===== src/rtl/regfile_sched_pkg.sv =====
// Shared types and sizes for the register-file write-port scheduler.
// Imported by the scheduler top and its address decoder.
package regfile_sched_pkg;

    typedef enum logic {
        IDLE  = 1'b0,
        SWEEP = 1'b1
    } state_t;

    localparam int NREGS   = 32;
    localparam int RADDR_W = 5;
    localparam int RDATA_W = 32;
    localparam int WAIT_W  = 4;

    localparam logic [NREGS-1:0]   REG0_MASK = {{(NREGS-1){1'b1}}, 1'b0};
    localparam logic [RADDR_W-1:0] PTR_FIRST = RADDR_W'(1);
    localparam logic [RADDR_W-1:0] PTR_LAST  = RADDR_W'(NREGS-1);

    function automatic logic [WAIT_W-1:0] sat_inc(input logic [WAIT_W-1:0] v);
        return (&v) ? v : v + WAIT_W'(1);
    endfunction

endpackage


===== src/rtl/regfile_wr_sched_dec.sv =====
// 5-to-32 one-hot write-address decoder for the register file.
// Purely combinational; enable gating is done by the caller.
module Decoder5_32
    import regfile_sched_pkg::*;
(
    input  logic [RADDR_W-1:0] addr_i,
    output logic [NREGS-1:0]   onehot_o
);

    always_comb begin
        onehot_o         = '0;
        onehot_o[addr_i] = 1'b1;
    end

endmodule


===== src/rtl/regfile_wr_sched.sv =====
// Shares the register-file write port between core writeback (A) and
// debug/loader (B), and runs a clear sweep over r1..r31.
module regfile_wr_sched
    import regfile_sched_pkg::*;
#(
    parameter int unsigned STARVE_LIMIT   = 8,
    parameter bit          SWEEP_ON_RESET = 1'b1
) (
    input  logic               clk,
    input  logic               reset,
    input  logic               init_start,
    input  logic               a_we,
    input  logic [RADDR_W-1:0] a_addr,
    input  logic [RDATA_W-1:0] a_data,
    output logic               a_stall,
    input  logic               b_req,
    input  logic [RADDR_W-1:0] b_addr,
    input  logic [RDATA_W-1:0] b_data,
    output logic               b_ack,
    output logic               busy,
    output logic [NREGS-1:0]   rf_we,
    output logic [RADDR_W-1:0] rf_addr,
    output logic [RDATA_W-1:0] rf_data
);

    localparam logic [WAIT_W-1:0] LIMIT = WAIT_W'(STARVE_LIMIT);
    localparam state_t RST_STATE = SWEEP_ON_RESET ? SWEEP : IDLE;

    state_t             state_q, state_d;
    logic [RADDR_W-1:0] ptr_q, ptr_d;
    logic [WAIT_W-1:0]  wait_q, wait_d;

    logic               b_grant;
    logic               a_grant;
    logic               wr_valid;
    logic [RADDR_W-1:0] sel_addr;
    logic [RDATA_W-1:0] sel_data;
    logic               sel_busy;
    logic               sel_ack;
    logic               sel_stall;
    logic [NREGS-1:0]   dec_onehot;

    always_ff @(posedge clk or posedge reset) begin
        if (reset) begin
            state_q <= RST_STATE;
            ptr_q   <= PTR_FIRST;
            wait_q  <= '0;
        end else begin
            state_q <= state_d;
            ptr_q   <= ptr_d;
            wait_q  <= wait_d;
        end
    end

    always_comb begin
        state_d   = state_q;
        ptr_d     = ptr_q;
        wait_d    = '0;
        b_grant   = 1'b0;
        a_grant   = 1'b0;
        wr_valid  = 1'b0;
        sel_addr  = '0;
        sel_data  = '0;
        sel_busy  = 1'b0;
        sel_ack   = 1'b0;
        sel_stall = 1'b0;
        unique case (state_q)
            SWEEP: begin
                wr_valid  = 1'b1;
                sel_addr  = ptr_q;
                sel_busy  = 1'b1;
                sel_stall = a_we;
                if (ptr_q == PTR_LAST) begin
                    state_d = IDLE;
                    ptr_d   = PTR_FIRST;
                end else begin
                    ptr_d = ptr_q + RADDR_W'(1);
                end
            end
            IDLE: begin
                b_grant   = b_req && (!a_we || wait_q >= LIMIT);
                a_grant   = !b_grant && a_we;
                wr_valid  = b_grant || a_grant;
                sel_ack   = b_grant;
                sel_stall = a_we && b_grant;
                if (b_grant) begin
                    sel_addr = b_addr;
                    sel_data = b_data;
                end else if (a_grant) begin
                    sel_addr = a_addr;
                    sel_data = a_data;
                end
                // A granted request restarts the count for any follow-on request
                if (b_req && !b_grant) begin
                    wait_d = sat_inc(wait_q);
                end
                if (init_start) begin
                    state_d = SWEEP;
                    ptr_d   = PTR_FIRST;
                end
            end
            default: begin
                state_d = IDLE;
                ptr_d   = PTR_FIRST;
            end
        endcase
    end

    Decoder5_32 u_dec (
        .addr_i   (rf_addr),
        .onehot_o (dec_onehot)
    );

    // Outputs are held quiet for the whole reset pulse, not just until the edge
    always_comb begin
        rf_addr = reset ? '0 : sel_addr;
        rf_data = reset ? '0 : sel_data;
        busy    = !reset && sel_busy;
        b_ack   = !reset && sel_ack;
        a_stall = !reset && sel_stall;
        rf_we   = dec_onehot & REG0_MASK & {NREGS{wr_valid && !reset}};
    end

endmodule


===== config.mk =====
export PLATFORM = sky130hd
export DESIGN_NAME = regfile_wr_sched
export DESIGN_NICKNAME = d
export VERILOG_FILES = /design/src/rtl/regfile_sched_pkg.sv /design/src/rtl/regfile_wr_sched_dec.sv /design/src/rtl/regfile_wr_sched.sv
export SDC_FILE = /design/constraint.sdc
export NUM_CORES = 1
export LEC_CHECK = 0
export CORE_UTILIZATION = 27
export CTS_CLUSTER_SIZE = 40
export DETAILED_ROUTE_END_ITERATION = 16
export GPL_ROUTABILITY_DRIVEN = 0
export PLACE_DENSITY = 0.86
export SETUP_SLACK_MARGIN = 0.1
export SLEW_MARGIN = 20
export SYNTH_ARGS = -nofsm -noshare
export SYNTH_HDL_FRONTEND = slang
export SYNTH_SLANG_ARGS = --single-unit

===== constraint.sdc =====
create_clock -name clk -period 2.6 [get_ports clk]
set_input_delay 0.52 -clock clk [delete_from_list [all_inputs] [get_ports clk]]
set_output_delay 0.52 -clock clk [all_outputs]
set_load 0.02 [all_outputs]

==> results of run 1 <==
-- cells by family (layout without fill, tap and decap cells) --
group / count (synthesis) / after routing / synth area share [%]
AOI/OAI and AO/OA: 53 / 53 / 39.4
xor gates and xnor gates: 2 / 2 / 1.41
adders and majority gates: 4 / 4 / 4.02
buffers and inverters: 21 / 204 / 6.94
DFF: 10 / 10 / 20.3
other: 1 / 1 / 0.301
and+or+nand+nor: 73 / 73 / 27.6
-- area by class of cell --
cell class                      count  area share (%)
Clock buffer                        4            1.65
Inverter                            8            1.20
Multi-Input combinational cell    133            34.8
Sequential cell                    10            7.57
Tap cell                           52            1.95
Timing Repair Buffer              192            52.9
-- cells in the mapped netlist (2+ instances only) --
library cell / number
inv_1: 7
buf_1: 2
dfrtp_1: 8
dfstp_2: 2
a221oi_2: 2
a21oi_1: 2
nand2b_1: 2
nor2_1: 39
o21ai_1: 2
a22o_1: 32
o21a_1: 2
clkbuf_1: 7
buf_2: 3
and2_1: 3
a32o_1: 2
nand2_1: 4
and3_1: 3
nand3_1: 10
nor3_1: 4
ha_1: 4
-- power by group --
group          leakage, nW  switching, mW  internal [mW]
clock network       0.0288         0.0637          0.133
logic                 1.33          0.933          0.816
registers            0.127         0.0545          0.216
total                 1.48           1.05           1.17
-- layer usage --
| layer | vias to the layer above | track usage [%] | wire, um |
|---|---|---|---|
| met1 | 1017 | 31.5 | 2790 |
| li1 | 974 | - | - |
| met2 | 104 | 51.9 | 4010 |
| met5 | - | 0 | 0 |
| met3 | 27 | 4.76 | 495 |
| met4 | 0 | 11.1 | 327 |
-- registers in the layout (all words and copies together) (netlist names) --
register and cells:
ptr_q 5, wait_q 4, state_q 1
-- per-stage QoR --
stage | area, um2 | hold slack, ns
6_report | 3340 | 0.314
2_1_floorplan | 1290 | 0.450
3_5_place_dp | 2990 | 0.491
3_3_place_gp | 2990 | 0.465
5_1_grt | 3340 | 0.341
4_1_cts | 3090 | 0.453
-- worst max-delay path: cells and delay by family (launching register included) --
kind,cells,cell delay [ns]
flip-flops,1,0.42
AND/OR/NAND/NOR,2,0.59
buffers and inverters,1,0.13
AO/OA/AOI/OAI,3,0.78
-- worst paths after layout --
kind                                 from   endpoint  slack (ns)  cells past startpoint
min in group clk                wait_q[0]  wait_q[0]        0.49                      1
worst min register to register  wait_q[0]  wait_q[0]        0.49                      1
max in group asynchronous           reset   ptr_q[0]        2.06                      3
worst max register to register   ptr_q[1]   ptr_q[3]        0.86                      7
worst min-delay path                reset  wait_q[3]        0.31                      3
worst max-delay path            wait_q[3]  rf_we[27]       -0.08                      6
-- what timing repair did --
item	4_1_cts	5_1_grt
gates resized for setup	226	100
pin swaps	20	16
setup endpoints to repair	71	67
hold endpoints to repair	0	0
buffers inserted	11	6
==> summary.txt, run 1 <==
Status
  – Run status: complete, but fails checks
  – Violated checks: negative setup slack

Timing
  – Post-layout minimum cycle time: 2.68 ns
  – Setup clock skew after layout: 0.00607 ns
  – PnR worst setup slack: -0.0767 ns
  – Setup Viol. Count Final: 16
  – RSZ-0062 raised after global routing: yes
  – Final setup TNS: -0.608 ns
  – Slew Viols, Final: 0
  – Crit share post-route: 103%
  – Final Hold Violating Endpoints: 0
  – F_max: 374 MHz

Pwr
  – Worst VDD drop: 635 uV
  – Power per cell area: 664 nW/um2
  – Lkg Pwr: 1.48 nW
  – Overall power: 2.22 mW

Clock network
  – CTS Sinks: 10
  – Clk_lat worst skew: 0.24 ns
  – CTS Hold Bufs: 0
  – # H-tree levels: 1
  – CTS Buf Count: 3
  – Root buffer cell: clkbuf_8
  – CTS tree: yes
  – Max clock buf depth: 2
  – Worst-path clk slew: 0.05 ns

Synthesis
  – Yosys warns: 0
  – Mapped Nets: 247
  – Synth top area cells: a22o_1 23%, dfrtp_1 16%, nor2_1 12%, dfstp_2 4.2%, ha_1 4.0%
  – Syn avg cell area: 7.59 um2
  – Post-synth top area share: 22.5%
  – Post-synth EDFFs: 0
  – Netlist cell types: 44
  – Mapped Area: 1240 um2
  – Register bit total from synthesis: 10
  – Synth area leader: a22o_1
  – Main synth FF type: dfrtp_1
  – Mapped Cells: 164
  – Asr flop ratio synth: 100%
  – Post-synthesis sequential area ratio: 20.3%

Finish
  – Layout cell share with drive strength beyond 1: 42.7%
  – Final Util: 76.2%
  – Total Nets Final: 431
  – Ant. Diodes: 0
  – Most frequent cells in the layout: 72 x clkdlybuf4s50_1, 50 x buf_4, 32 x a22o_1
  – FF/Latch Area: 253 um2
  – Layout fillers: 302
  – Area of the multi-input gates: 1160 um2
  – Commonest non-fill, non-tap cell in the layout: clkdlybuf4s50_1
  – Syn-to-layout area delta: 168%
  – Final cell count without fillers: 399

Global routing
  – Tot GR Track Use: 28.0%
  – Number of global-route vias before repair: 2086
  – Grt ovf: 0
  – Largest net degree at the start of global routing: 34
  – Antenna violations before repair: 0
  – First-pass GRT wire length: 10800 um

Worst setup path
  – CP required: 2.08 ns
  – Arrival time worst endpoint: 2.16 ns
  – Critical path cell sequence: a21boi_4 > a221oi_2 > a2111o_1 > or3b_4 > nor2_4 > buf_6
  – Setup crit start kind: register
  – Largest stage delay, worst path: 0.44 ns
  – Critical Path Sink Type: output pin
  – CP max-delay cell: or3b_4
  – Max Fanout on Critical Path: 5
  – Setup Crit Path Kind: reg -> out

Place
  – Inst Count DP: 380
  – DP HPWL: 5340 um
  – Setup Slack @ Placement: -0.933 ns
  – I/O Buffers: 149

Die
  – Row Count: 24
  – DIE HEIGHT: 69.9 um
  – Die width: 69.9 um
  – I/O pin cnt: 151
  – Initial Util: 28.4%
  – Core area: 4380 um2
  – Die area: 4890 um2

Route
  – Routed Antenna Nets: 0
  – First-pass iteration count of the detailed router: 4
  – Vias per std cell: 5.32
  – First-iteration detailed-routing DRC count: 84
  – Final WL: 7620 um
  – DR WL/cell: 19.1 um
  – Vias: 2122
  – # DRC: 0

Flow run
  – MaxCap Viol Count: 0

Min path
  – Hold WC Path Type: in -> async
Power figures use the tool's default switching activity.
==> run 2: changes to the inputs <==
- ABC_CLOCK_PERIOD_IN_PS: default -> 2600
==> results of run 2 <==
Final layout, timing and power as in run 1 (identical DEF).
==> run 3: changes to the inputs <==
- SLEW_MARGIN: 20 -> 15
==> results of run 3 <==
Final layout, timing and power as in run 1 (identical DEF).
